===== src/rtl/debounced_input_port_if.sv =====
// Avalon-MM slave bus bundle for the debounced input port register block.
interface debounced_input_port_if;
  logic [1:0]  address;
  logic        chipselect;
  logic        read;
  logic        write;
  logic [31:0] writedata;
  logic [31:0] readdata;

  modport master (
    output address, chipselect, read, write, writedata,
    input  readdata
  );

  modport slave (
    input  address, chipselect, read, write, writedata,
    output readdata
  );
endinterface


===== src/rtl/debounced_input_port.sv =====
// Multi-channel pushbutton/switch input port: synchroniser, per-channel debounce,
// edge capture with polarity select, interrupt mask and an Avalon-MM register window.
module debounced_input_port #(
  parameter int unsigned      WIDTH           = 4,
  parameter int unsigned      DEBOUNCE_CYCLES = 50000,
  parameter logic [WIDTH-1:0] INIT_LEVEL      = {WIDTH{1'b1}}
) (
  input  logic                  clk,
  input  logic                  reset_n,
  input  logic [WIDTH-1:0]      export_pins,
  debounced_input_port_if.slave bus,
  output logic                  irq
);

  localparam int unsigned      CNT_W    = $clog2(DEBOUNCE_CYCLES + 1);
  localparam logic [CNT_W-1:0] CNT_ZERO = {CNT_W{1'b0}};
  localparam logic [CNT_W-1:0] CNT_ONE  = {{(CNT_W-1){1'b0}}, 1'b1};
  localparam logic [CNT_W-1:0] CNT_LAST = CNT_W'(DEBOUNCE_CYCLES - 1);
  localparam logic [WIDTH-1:0] ZERO_W   = {WIDTH{1'b0}};

  typedef enum logic [1:0] {
    ADDR_STATE    = 2'd0,
    ADDR_MASK     = 2'd1,
    ADDR_CAPTURE  = 2'd2,
    ADDR_POLARITY = 2'd3
  } addr_e;

  logic [WIDTH-1:0] sync1_r;
  logic [WIDTH-1:0] sync2_r;
  logic [WIDTH-1:0] state_r;
  logic [CNT_W-1:0] cnt_r [WIDTH];
  logic [WIDTH-1:0] mask_r;
  logic [WIDTH-1:0] capture_r;
  logic [WIDTH-1:0] polarity_r;
  logic [31:0]      readdata_r;
  logic             irq_r;

  logic [WIDTH-1:0] state_nxt_s;
  logic [CNT_W-1:0] cnt_nxt_s [WIDTH];
  logic [WIDTH-1:0] rise_s;
  logic [WIDTH-1:0] fall_s;
  logic [WIDTH-1:0] capture_set_s;
  logic [WIDTH-1:0] capture_clr_s;
  logic [WIDTH-1:0] capture_nxt_s;
  logic [WIDTH-1:0] mask_nxt_s;
  logic [WIDTH-1:0] polarity_nxt_s;
  logic             rd_en_s;
  logic             wr_en_s;
  logic [31:0]      rdata_s;
  logic             irq_nxt_s;

  function automatic logic [31:0] pad_word(input logic [WIDTH-1:0] v);
    logic [31:0] w;
    w          = {32{1'b0}};
    w[WIDTH-1:0] = v;
    return w;
  endfunction

  function automatic logic [31:0] read_mux(
    input logic [1:0]       addr,
    input logic [WIDTH-1:0] state,
    input logic [WIDTH-1:0] mask,
    input logic [WIDTH-1:0] capture,
    input logic [WIDTH-1:0] polarity
  );
    logic [31:0] w;
    case (addr_e'(addr))
      ADDR_STATE:    w = pad_word(state);
      ADDR_MASK:     w = pad_word(mask);
      ADDR_CAPTURE:  w = pad_word(capture);
      ADDR_POLARITY: w = pad_word(polarity);
      default:       w = {32{1'b0}};
    endcase
    return w;
  endfunction

  // Upper write-data bits carry no register state.
  generate
    if (WIDTH < 32) begin : g_wdata_upper
      logic unused_wdata_s;
      assign unused_wdata_s = ^bus.writedata[31:WIDTH];
    end
  endgenerate

  assign rd_en_s = bus.chipselect & bus.read;
  assign wr_en_s = bus.chipselect & bus.write;

  // Debounce: count consecutive disagreeing cycles, accept the level on the last one.
  always_comb begin
    for (int i = 0; i < WIDTH; i++) begin
      state_nxt_s[i] = state_r[i];
      cnt_nxt_s[i]   = CNT_ZERO;
      if (sync2_r[i] != state_r[i]) begin
        if (cnt_r[i] == CNT_LAST) begin
          state_nxt_s[i] = sync2_r[i];
          cnt_nxt_s[i]   = CNT_ZERO;
        end else begin
          cnt_nxt_s[i]   = cnt_r[i] + CNT_ONE;
        end
      end else begin
        cnt_nxt_s[i] = CNT_ZERO;
      end
    end
  end

  // Edge detection on the debounced state, filtered by per-bit polarity.
  always_comb begin
    rise_s        = state_nxt_s & ~state_r;
    fall_s        = ~state_nxt_s & state_r;
    capture_set_s = (rise_s & ~polarity_r) | (fall_s & polarity_r);
  end

  // Register writes; a capture set wins over a same-cycle write-1-clear.
  always_comb begin
    mask_nxt_s     = mask_r;
    polarity_nxt_s = polarity_r;
    capture_clr_s  = ZERO_W;
    if (wr_en_s) begin
      case (addr_e'(bus.address))
        ADDR_MASK:     mask_nxt_s     = bus.writedata[WIDTH-1:0];
        ADDR_CAPTURE:  capture_clr_s  = bus.writedata[WIDTH-1:0];
        ADDR_POLARITY: polarity_nxt_s = bus.writedata[WIDTH-1:0];
        default:       capture_clr_s  = ZERO_W;
      endcase
    end else begin
      capture_clr_s = ZERO_W;
    end
    capture_nxt_s = (capture_r & ~capture_clr_s) | capture_set_s;
  end

  // Read data and interrupt are computed from the current register contents.
  always_comb begin
    rdata_s   = read_mux(bus.address, state_r, mask_r, capture_r, polarity_r);
    irq_nxt_s = |(capture_r & mask_r);
  end

  // Synchroniser, debounce state and counters.
  always_ff @(posedge clk or negedge reset_n) begin
    if (!reset_n) begin
      sync1_r <= INIT_LEVEL;
      sync2_r <= INIT_LEVEL;
      state_r <= INIT_LEVEL;
      for (int i = 0; i < WIDTH; i++) begin
        cnt_r[i] <= CNT_ZERO;
      end
    end else begin
      sync1_r <= export_pins;
      sync2_r <= sync1_r;
      state_r <= state_nxt_s;
      for (int i = 0; i < WIDTH; i++) begin
        cnt_r[i] <= cnt_nxt_s[i];
      end
    end
  end

  // Software-visible registers, read data and interrupt output.
  always_ff @(posedge clk or negedge reset_n) begin
    if (!reset_n) begin
      mask_r     <= ZERO_W;
      capture_r  <= ZERO_W;
      polarity_r <= ZERO_W;
      readdata_r <= {32{1'b0}};
      irq_r      <= 1'b0;
    end else begin
      mask_r     <= mask_nxt_s;
      capture_r  <= capture_nxt_s;
      polarity_r <= polarity_nxt_s;
      irq_r      <= irq_nxt_s;
      if (rd_en_s) begin
        readdata_r <= rdata_s;
      end else begin
        readdata_r <= readdata_r;
      end
    end
  end

  assign bus.readdata = readdata_r;
  assign irq          = irq_r;

endmodule


===== src/flat_wrapper.sv =====
// flat-port wrapper written by rule: the top's interface ports become plain ports
module debounced_input_port_flat 
#(
  parameter int unsigned      WIDTH           = 4,
  parameter int unsigned      DEBOUNCE_CYCLES = 50000,
  parameter logic [WIDTH-1:0] INIT_LEVEL      = {WIDTH{1'b1}}
)
  (clk, reset_n, export_pins, irq, bus_address, bus_chipselect, bus_read, bus_write, bus_writedata, bus_readdata);
  debounced_input_port_if bus_i ();
  input  logic clk;
  input  logic reset_n;
  input  logic [WIDTH-1:0] export_pins;
  output logic irq;
  input wire logic [$bits(bus_i.address)-1:0] bus_address;
  input wire logic [$bits(bus_i.chipselect)-1:0] bus_chipselect;
  input wire logic [$bits(bus_i.read)-1:0] bus_read;
  input wire logic [$bits(bus_i.write)-1:0] bus_write;
  input wire logic [$bits(bus_i.writedata)-1:0] bus_writedata;
  output wire logic [$bits(bus_i.readdata)-1:0] bus_readdata;
  assign bus_i.address = bus_address;
  assign bus_i.chipselect = bus_chipselect;
  assign bus_i.read = bus_read;
  assign bus_i.write = bus_write;
  assign bus_i.writedata = bus_writedata;
  assign bus_readdata = bus_i.readdata;
  debounced_input_port #(.WIDTH(WIDTH), .DEBOUNCE_CYCLES(DEBOUNCE_CYCLES), .INIT_LEVEL(INIT_LEVEL)) u_core (.clk(clk), .reset_n(reset_n), .export_pins(export_pins), .bus(bus_i), .irq(irq));
endmodule

===== config.mk =====
export PLATFORM = sky130hd
export DESIGN_NAME = debounced_input_port_flat
export DESIGN_NICKNAME = d
export VERILOG_FILES = /design/src/rtl/debounced_input_port_if.sv /design/src/rtl/debounced_input_port.sv /design/src/flat_wrapper.sv
export SDC_FILE = /design/constraint.sdc
export NUM_CORES = 1
export LEC_CHECK = 0
export BUFFER_PORTS_ARGS = -buffer_cell sky130_fd_sc_hd__buf_2
export CAP_MARGIN = 20
export CORE_MARGIN = 1
export CORE_UTILIZATION = 52
export CTS_BUF_LIST = sky130_fd_sc_hd__clkbuf_8
export DETAILED_ROUTE_END_ITERATION = 10
export HOLD_SLACK_MARGIN = 0.03
export PLACE_DENSITY = 0.83
export REMOVE_ABC_BUFFERS = 1
export SYNTH_ARGS = -nofsm -noshare
export SYNTH_HDL_FRONTEND = slang
export SYNTH_SLANG_ARGS = --single-unit
export TNS_END_PERCENT = 50

===== constraint.sdc =====
create_clock -name clk -period 1.9 [get_ports clk]
set_input_delay 0.285 -clock clk [delete_from_list [all_inputs] [get_ports clk]]
set_output_delay 0.285 -clock clk [all_outputs]
set_load 0.02 [all_outputs]

==> results of run 1 <==
[layout by cell type (no fill, tap or decap), drive strengths merged, types with 2 or more instances in the layout]
master and count:
dfrtp 81, nor2 75, xnor2 45, buf 44, conb 28, nand2 28, nand3 24, nand4 18
mux2 16, nor4 16, inv 15, nor3 14, xor2 12, dfstp 12, clkbuf 10, a21oi 6
o21ai 5, dlygate4sd3 5, and3 5, mux4 4, ha 4, or4b 4, diode 2, nand3b 2
or4 2, nor4bb 2, nor4b 2, a22oi 2, a31o 2, clkinv 2
[layer usage]
metal	wire [um]	vias to the layer above
met5	0	-
met4	231	0
met1	3820	1572
li1	-	1561
met3	465	20
met2	3960	97
[how the worst max path moves through the flow]
| stage | startpoint | depth (start not counted) | to |
|---|---|---|---|
| 2_1_floorplan | u_core.cnt_r[39] | 3 | u_core.state_r[1] |
| 3_3_place_gp | u_core.cnt_r[37] | 3 | u_core.state_r[1] |
| 3_5_place_dp | u_core.cnt_r[21] | 3 | u_core.state_r[2] |
| 4_1_cts | u_core.cnt_r[20] | 3 | u_core.state_r[2] |
| 5_1_grt | u_core.cnt_r[0] | 6 | u_core.cnt_r[12] |
| 6_report | u_core.cnt_r[20] | 3 | u_core.state_r[2] |
[cells by family (layout without fill, tap and decap cells)]
logic type | count (synthesis) | after routing | share of synthesized area (%)
muxes | 20 | 20 | 6.02
other | 1 | 30 | 0.0813
xor gates and xnor gates | 57 | 57 | 10.8
adders and majority gates | 4 | 4 | 1.09
DFF | 93 | 93 | 50.8
buffers and inverters | 47 | 78 | 6.59
AOI/OAI and AO/OA | 17 | 17 | 2.69
and+or+nand+nor | 198 | 198 | 21.9
[sequential cells by signal (all words and copies together), names as in the netlist]
signal	flops
u_core.cnt_r	64
u_core.sync1_r	4
u_core.irq	1
u_core.capture_r	4
u_core.sync2_r	4
u_core.state_r	4
u_core.bus.readdata	4
u_core.polarity_r	4
u_core.mask_r	4
[Yosys cell counts (3+ instances only)]
library cell	number
sky130_fd_sc_hd__dfstp_2	12
sky130_fd_sc_hd__mux4_2	4
sky130_fd_sc_hd__nor2_1	75
sky130_fd_sc_hd__buf_4	28
sky130_fd_sc_hd__clkbuf_1	3
sky130_fd_sc_hd__xnor2_1	45
sky130_fd_sc_hd__xor2_1	12
sky130_fd_sc_hd__o21ai_0	5
sky130_fd_sc_hd__nand4_1	18
sky130_fd_sc_hd__mux2_2	14
sky130_fd_sc_hd__nand3_1	24
sky130_fd_sc_hd__dfrtp_1	81
sky130_fd_sc_hd__nor4_1	16
sky130_fd_sc_hd__inv_1	13
sky130_fd_sc_hd__buf_6	3
sky130_fd_sc_hd__nand2_1	26
sky130_fd_sc_hd__nor3_1	14
sky130_fd_sc_hd__a21oi_1	6
sky130_fd_sc_hd__ha_1	4
sky130_fd_sc_hd__and3_1	3
[per-stage QoR]
stage          power, mW  TNS, ns
2_1_floorplan       2.44        0
4_1_cts             3.90        0
3_3_place_gp        2.57        0
6_report            3.87        0
3_5_place_dp        2.60        0
5_1_grt             4.04   -0.436
[worst register-to-register path, stage by stage, from the launching register on]
cell                      delay (ns)
sky130_fd_sc_hd__dfrtp_1        0.39
sky130_fd_sc_hd__or4b_4         0.53
sky130_fd_sc_hd__or4_4          0.58
sky130_fd_sc_hd__mux2_4         0.31
[repair_timing]
item,CTS,global route
setup buffers,1,0
hold buffers,5,0
hold endpoints to repair,31,0
resized for setup,0,3
pin swaps,1,0
setup endpoints to repair,1,33
[cell type report]
| cell class | count | area, um^2 |
|---|---|---|
| Tap cell | 105 | 131 |
| Fill cell | 669 | 3220 |
| Antenna cell | 2 | 5.00 |
| Clock inverter | 6 | 55.1 |
| Multi-Input combinational cell | 324 | 2080 |
| Sequential cell | 93 | 2340 |
| Inverter | 13 | 48.8 |
| Timing Repair Buffer | 49 | 360 |
| Clock buffer | 10 | 138 |
[power breakdown]
part           switching [mW]  internal (mW)  leakage [nW]
logic                   0.227          0.160         0.857
registers              0.0879           2.09          1.22
clock network           0.671          0.631         0.105
==> run summary, run 1 <==
The flow ran to the end, and the final reports show no timing, DRC or antenna violations. Global routing consumed, on the met2 layer, 30.1% of the routing resources. For this run, asynchronously set or reset flops after synthesis account for 100%. After clock tree synthesis, the clock-pin slew on the worst setup and hold paths is 0.09 ns.

In this run the most used layer during global routing was met2. The logs give 0.0138 ns for the post-route clock skew and 33 for the row count. For the internal reg-to-reg setup slack, the log shows 0.008 ns. The die is 96.2 um wide. The met1 global-route usage was 25.9%; the initial core utilization was 55.0%. In this run the power density over the cells is 749 nW/um^2.

Summed over all nets, the half-perimeter wirelength after detailed placement is 5.77 mm. The reported leakage power is 2.18 nW. Cell type with the highest aggregate area in the netlist: sky130_fd_sc_hd__dfrtp_1. The total instance count after detailed placement was 578. The worst setup path is captured at a register. Summing all placed instances gives a cell area of 4890 um^2. The count of antenna-violating nets left after detailed routing is 0. The logs give 0 for the count of endpoints failing hold in the final timing report and 4 for the count of TritonRoute iterations in the first routing pass.

The tools report the start of the worst register-to-register path as u_core.cnt_r[20]. Max-cap violations in this run came to 0. Counting flops and latches in the post-synthesis netlist gives 93. The synthesized design devotes to its leading area cell type 44.0% of total area.

Most common flop cell mapped by yosys: sky130_fd_sc_hd__dfrtp_1. The first global-routing pass estimated 13.7 mm of wire. The maximum number of pins on one net before global-route repair is 37, and the setup violation total in the final timing report is 0. The number of different library cells used by synthesis comes to 40. The proportion of layout cells with a drive suffix above 1 was 21.2%; the final worst setup slack was 0.00834 ns.

The area added between synthesis and finish was 12.0%; the die area was 9250 um^2. The average wire per cell in the routed design came out at 14.1 um. Summing all non-filler instances in the final layout gives an area of 5160 um^2. Of the available clock period, the critical path in the final layout requires 99.6%. For this run, the number of Yosys warnings is 0.

The final max-slew violation count was 0. The worst min-delay path class was input pin to register. The startpoint kind of the worst setup timing path was a register.

After synthesis, the cell types taking the most area are sky130_fd_sc_hd__dfrtp_1 44%, sky130_fd_sc_hd__xnor2_1 8.5%, sky130_fd_sc_hd__dfstp_2 6.8%, sky130_fd_sc_hd__nor2_1 6.1%, sky130_fd_sc_hd__buf_4 4.6%. The detailed router finished its first iteration with 151 violations. The largest single stage delay on the critical path is 0.58 ns. The number of buffers and inverters on the critical path is 0. OpenSTA, run right after detailed placement, puts the worst setup slack at 0.0246 ns. The ratio of routed vias to standard cells works out to 5.40.

Cells fill 61.6% of the core in the end. The run gives 0.36 ns as the clock latency on the worst-skew pair. The start point of the worst hold path was bus_writedata[1]. At the end of routability-driven placement, the weighted congestion stood at 0.859. On the critical path, the stage with the largest delay is an instance of sky130_fd_sc_hd__or4_4.

In this run, synthesis inferred 0 flip-flops with an integrated enable. The endpoint of the lowest-slack register-to-register path is u_core.state_r[2]. After synthesis the cells add up to 4610 um^2.

Clock tree synthesis selected as its root buffer the cell sky130_fd_sc_hd__clkbuf_8. The critical path goes through or4b_4, or4_4, mux2_4. The final net count is 537. Initial antenna violation count: 2. Grouping stages by cell kind, the critical path spends the most delay in simple AND/OR/NAND/NOR gates. STA puts the critical path data required time at 2.18 ns.

The number of cells on the worst reg-to-reg path is 3. The post-detailed-routing wire length was 8.48 mm. No sink is reached through more buffers than the 2 on the longest clock path.

TritonCTS built the clock tree. Setup repair after global routing could not meet its margin everywhere. Global routing consumed, on the met3 layer, 3.71% of the routing resources.

Worst path arrival time: 2.18 ns. In this run the mean area of a mapped cell was 10.6 um^2. For this design, the sink count on the clock tree is 93.

During placement, the flow inserted port buffers numbering 19. The critical path is of the register to register type. After global routing the overflow that remains totals 0. Along the worst path, the maximum fanout reaches 4. Detailed routing inserted a total of 3250 vias. The global router's overall resource usage is 19.5%, and the worst hold slack after final layout is 0.186 ns. For this design the top-level I/O count stands at 76. Summing the sequential cell areas from Yosys gives 50.8% of the chip area. In this run the vertical extent of the chip is 96.2 um. Counting I/O delays and the setup requirement, the final critical path takes 1.89 ns. The worst IR drop on VDD is 376 uV. The via count of the first global-routing pass was 3034; the worst hold path depth was 2. The number of standard cells in the final layout excluding fillers was 602; the number of buffers inserted during clock tree synthesis was 9. The highest clock rate is 0.529 GHz, and the number of instances in the synthesized netlist is 437. For the area of the core, the log shows 8380 um^2. The detailed-route DRC error count came out at 0.

The worst min-delay path endpoint is u_core.mask_r[1]. The tools report the number of levels the H-tree was split into as 3.
(Power assumes the default switching activity.)
==> run 2: changes to the inputs <==
==> constraint.sdc (replaced) <==
create_clock -name clk -period 1.74 [get_ports clk]
set_input_delay 0.261 -clock clk [delete_from_list [all_inputs] [get_ports clk]]
set_output_delay 0.261 -clock clk [all_outputs]
set_load 0.02 [all_outputs]
==> run summary, run 2 (synthesis gave the netlist of run 1 again) <==
The flow ran to the end, but the final reports show violations. The checks that failed: negative setup slack. The average wire per cell in the routed design is 14.8 um (+4.8%).

The library cell used most frequently in the layout, excluding fill and tap cells, is sky130_fd_sc_hd__dfrtp_1. For the count of endpoints failing hold in the final timing report, the log shows 0 (unchanged). The ratio of routed vias to standard cells is 5.45 (+0.91%), and the final max-slew violation count is 0 (unchanged).

The highest clock rate came out at 0.533 GHz (+0.82%). The run gives 8380 um^2 (unchanged) as the area of the core. The required arrival time at the worst endpoint was 2.03 ns (-0.15 ns).

The final worst setup slack was -0.136 ns (-0.145 ns); the placer's final routability congestion estimate was 0.853 (-0.64%). The maximum number of pins on one net before global-route repair is 37 (unchanged). For the internal power consumption, the log shows 3.49 mW (+21%). The run gives 0.162 ns (-0.0236 ns) as the worst hold slack after final layout. The slowest stage of the critical path is the sky130_fd_sc_hd__or4_4 cell. The tools report the setup violation total in the final timing report as 34 (+34). The clock-pin slew on the worst setup and hold paths works out to 0.09 ns (about the same). Count of antenna-violating nets left after detailed routing: 0 (unchanged). By startpoint and endpoint, the worst setup path is classified as register to register. The total via count after detailed routing was 3334 (+2.6%); the part of the power in registers was 51.9% (-4.4 points). The worst hold path belongs to the class input pin to register. The area added between synthesis and finish was 15.8%; the post-route clock skew was 0.0112 ns (-0.00256 ns). The proportion of power drawn by combinational gates came out at 9.6% (-0.4 points). The top cell types in the final layout, fill and taps aside, are 81 x sky130_fd_sc_hd__dfrtp_1, 75 x sky130_fd_sc_hd__nor2_1, 45 x sky130_fd_sc_hd__xnor2_1. The detailed-route DRC error count is 0 (unchanged). The die span in y works out to 96.2 um (unchanged). The maximum fanout encountered on the critical timing path is 4 (unchanged), and the number of clock sinks seen by CTS is 93 (unchanged). The net switching power figure came out at 1.10 mW (+12%). STA classifies the critical path startpoint as a register. The run gives 0 (-2) as the initial antenna violation count. Kind of capture point of the worst setup path: a register.

The overall power after layout came out at 4.59 mW (+19%). The via count of the first global-routing pass was 3263 (+7.5%). Setup repair after global routing could not meet its margin everywhere. The root buffer cell chosen for the clock tree is sky130_fd_sc_hd__clkbuf_8. The share of total power consumed by net switching is 24.0% (-1.5 points). The width of the chip was 96.2 um (unchanged); the proportion of layout cells with a drive suffix above 1 was 23.7% (+2.5 points). Number of buffers inserted during clock tree synthesis: 9 (unchanged). The fraction of the core area covered by cells at the end of the flow was 63.7% (+2.1 points). The number of levels the H-tree was split into came out at 3 (unchanged). The max-capacitance violation count was 0 (unchanged); the worst path arrival time was 2.17 ns (about the same). The worst IR drop on VDD was 403 uV (+7.2%); the die area was 9250 um^2 (unchanged). Count of input and output buffers: 19 (unchanged).

The run gives 129 (-15%) as the number of violations reported at the end of detailed-routing iteration 0. The largest incremental delay on the critical path is 0.57 ns (about the same). The logs give 6.31 mm (+9.3%) for the estimated wirelength of the detail-placed design and 0.37 ns (about the same) for the clock latency on the worst-skew pair. Shortest period the worst path allows: 1.88 ns (-0.0153 ns).

For the global router's overall resource usage, the log shows 21.4% (+1.8 points). The run gives 621 (-7.2%) as the number of fill cells in the layout. The final net count was 548 (+2.0%); the aggregate global routing overflow was 0 (unchanged). The reported leakage power is 2.29 nW (+5.1%), and the number of I/O pins is 76 (unchanged). The number of flip-flops under the largest register name was 64 (unchanged); the post-detailed-routing wire length was 9.04 mm (+6.5%). The row count was 33 (unchanged); the global-route wire length before repair was 14.9 mm (+8.7%).

Ratio of total power to cell area: 860 nW/um^2 (+15%). The initial core utilization is 55.0% (unchanged), and the share of the clock period used by the worst path is 108% (+8.3 points). The clock tree buffer depth came out at 2 (unchanged).

The internal reg-to-reg setup slack was -0.14 ns (-0.14 ns). Walking the worst path, the cells encountered are or4b_4, or4_4, mux2_4. TritonCTS built the clock tree. More flip-flops sit in one register than any other, and that register is u_core.cnt_r. The part of the power in the clock network is 38.5% (+4.9 points), and the count of TritonRoute iterations in the first routing pass is 4 (unchanged).
[run 2: power groups by stage]
stage / Clock, mW / Combinational (mW) / Sequential, mW
finish: 1.77 / 0.441 / 2.38
CTS: 1.79 / 0.444 / 2.38
floorplan: 0 / 0.229 / 2.43
global route: 1.87 / 0.492 / 2.40
global placement: 0 / 0.411 / 2.41
detailed placement: 0 / 0.430 / 2.42
[run 2: path summary, 6_finish.rpt]
path	startpoint	to	cells past startpoint
hold reg to reg	u_core.sync1_r[2]	u_core.sync2_r[2]	0
setup / recovery	u_core.cnt_r[44]	u_core.state_r[1]	3
hold / removal	bus_writedata[2]	u_core.polarity_r[2]	2
min in group asynchronous	reset_n	u_core.cnt_r[52]	2
setup reg to reg	u_core.cnt_r[44]	u_core.state_r[1]	3
max in group asynchronous	reset_n	u_core.sync1_r[3]	3
[run 2: through the flow]
stage	instances	instance area [um^2]	setup TNS (ns)	setup WS (ns)
after floorplan	430	4460	-2.89	-0.109
after global placement	588	4970	-2.63	-0.115
after detailed placement	588	4970	-3.42	-0.140
after CTS	610	5280	-3.48	-0.131
after global routing	611	5340	-4.67	-0.179
final	612	5340	-2.90	-0.136
[run 2: area by class of cell]
class                      count  area, um^2  share of cell area [%]
inverter                      13        48.8                   0.914
sequential                    93        2340                    43.9
antenna                        1        2.50                  0.0469
tap                          105         131                    2.46
clock buffer                  11         151                    2.84
clock inverter                 5        98.8                    1.85
multi-input combinational    324        2120                    39.7
timing repair buffer          60         447                    8.37
[run 2: critical path, delay by kind of cell (launching register included)]
family	cells	cell delay, ns
flops	1	0.39
mux	1	0.32
simple gates	2	1.10
[run 2: metal layers]
layer	global-route usage, %	vias up	share of wire (%)
met4	10.3	0	2.8
li1	-	1574	-
met2	35.7	100	49
met3	5.06	21	4.8
met5	0	-	0
met1	25.9	1639	43
[run 2: repair_timing]
item / in CTS / in global routing
endpoints found under the hold margin: 29 / 0
setup endpoints to repair: 48 / 38
pin swaps: 4 / 1
hold buffers: 5 / 0
setup buffers: 1 / 1
gates resized for setup: 2 / 8
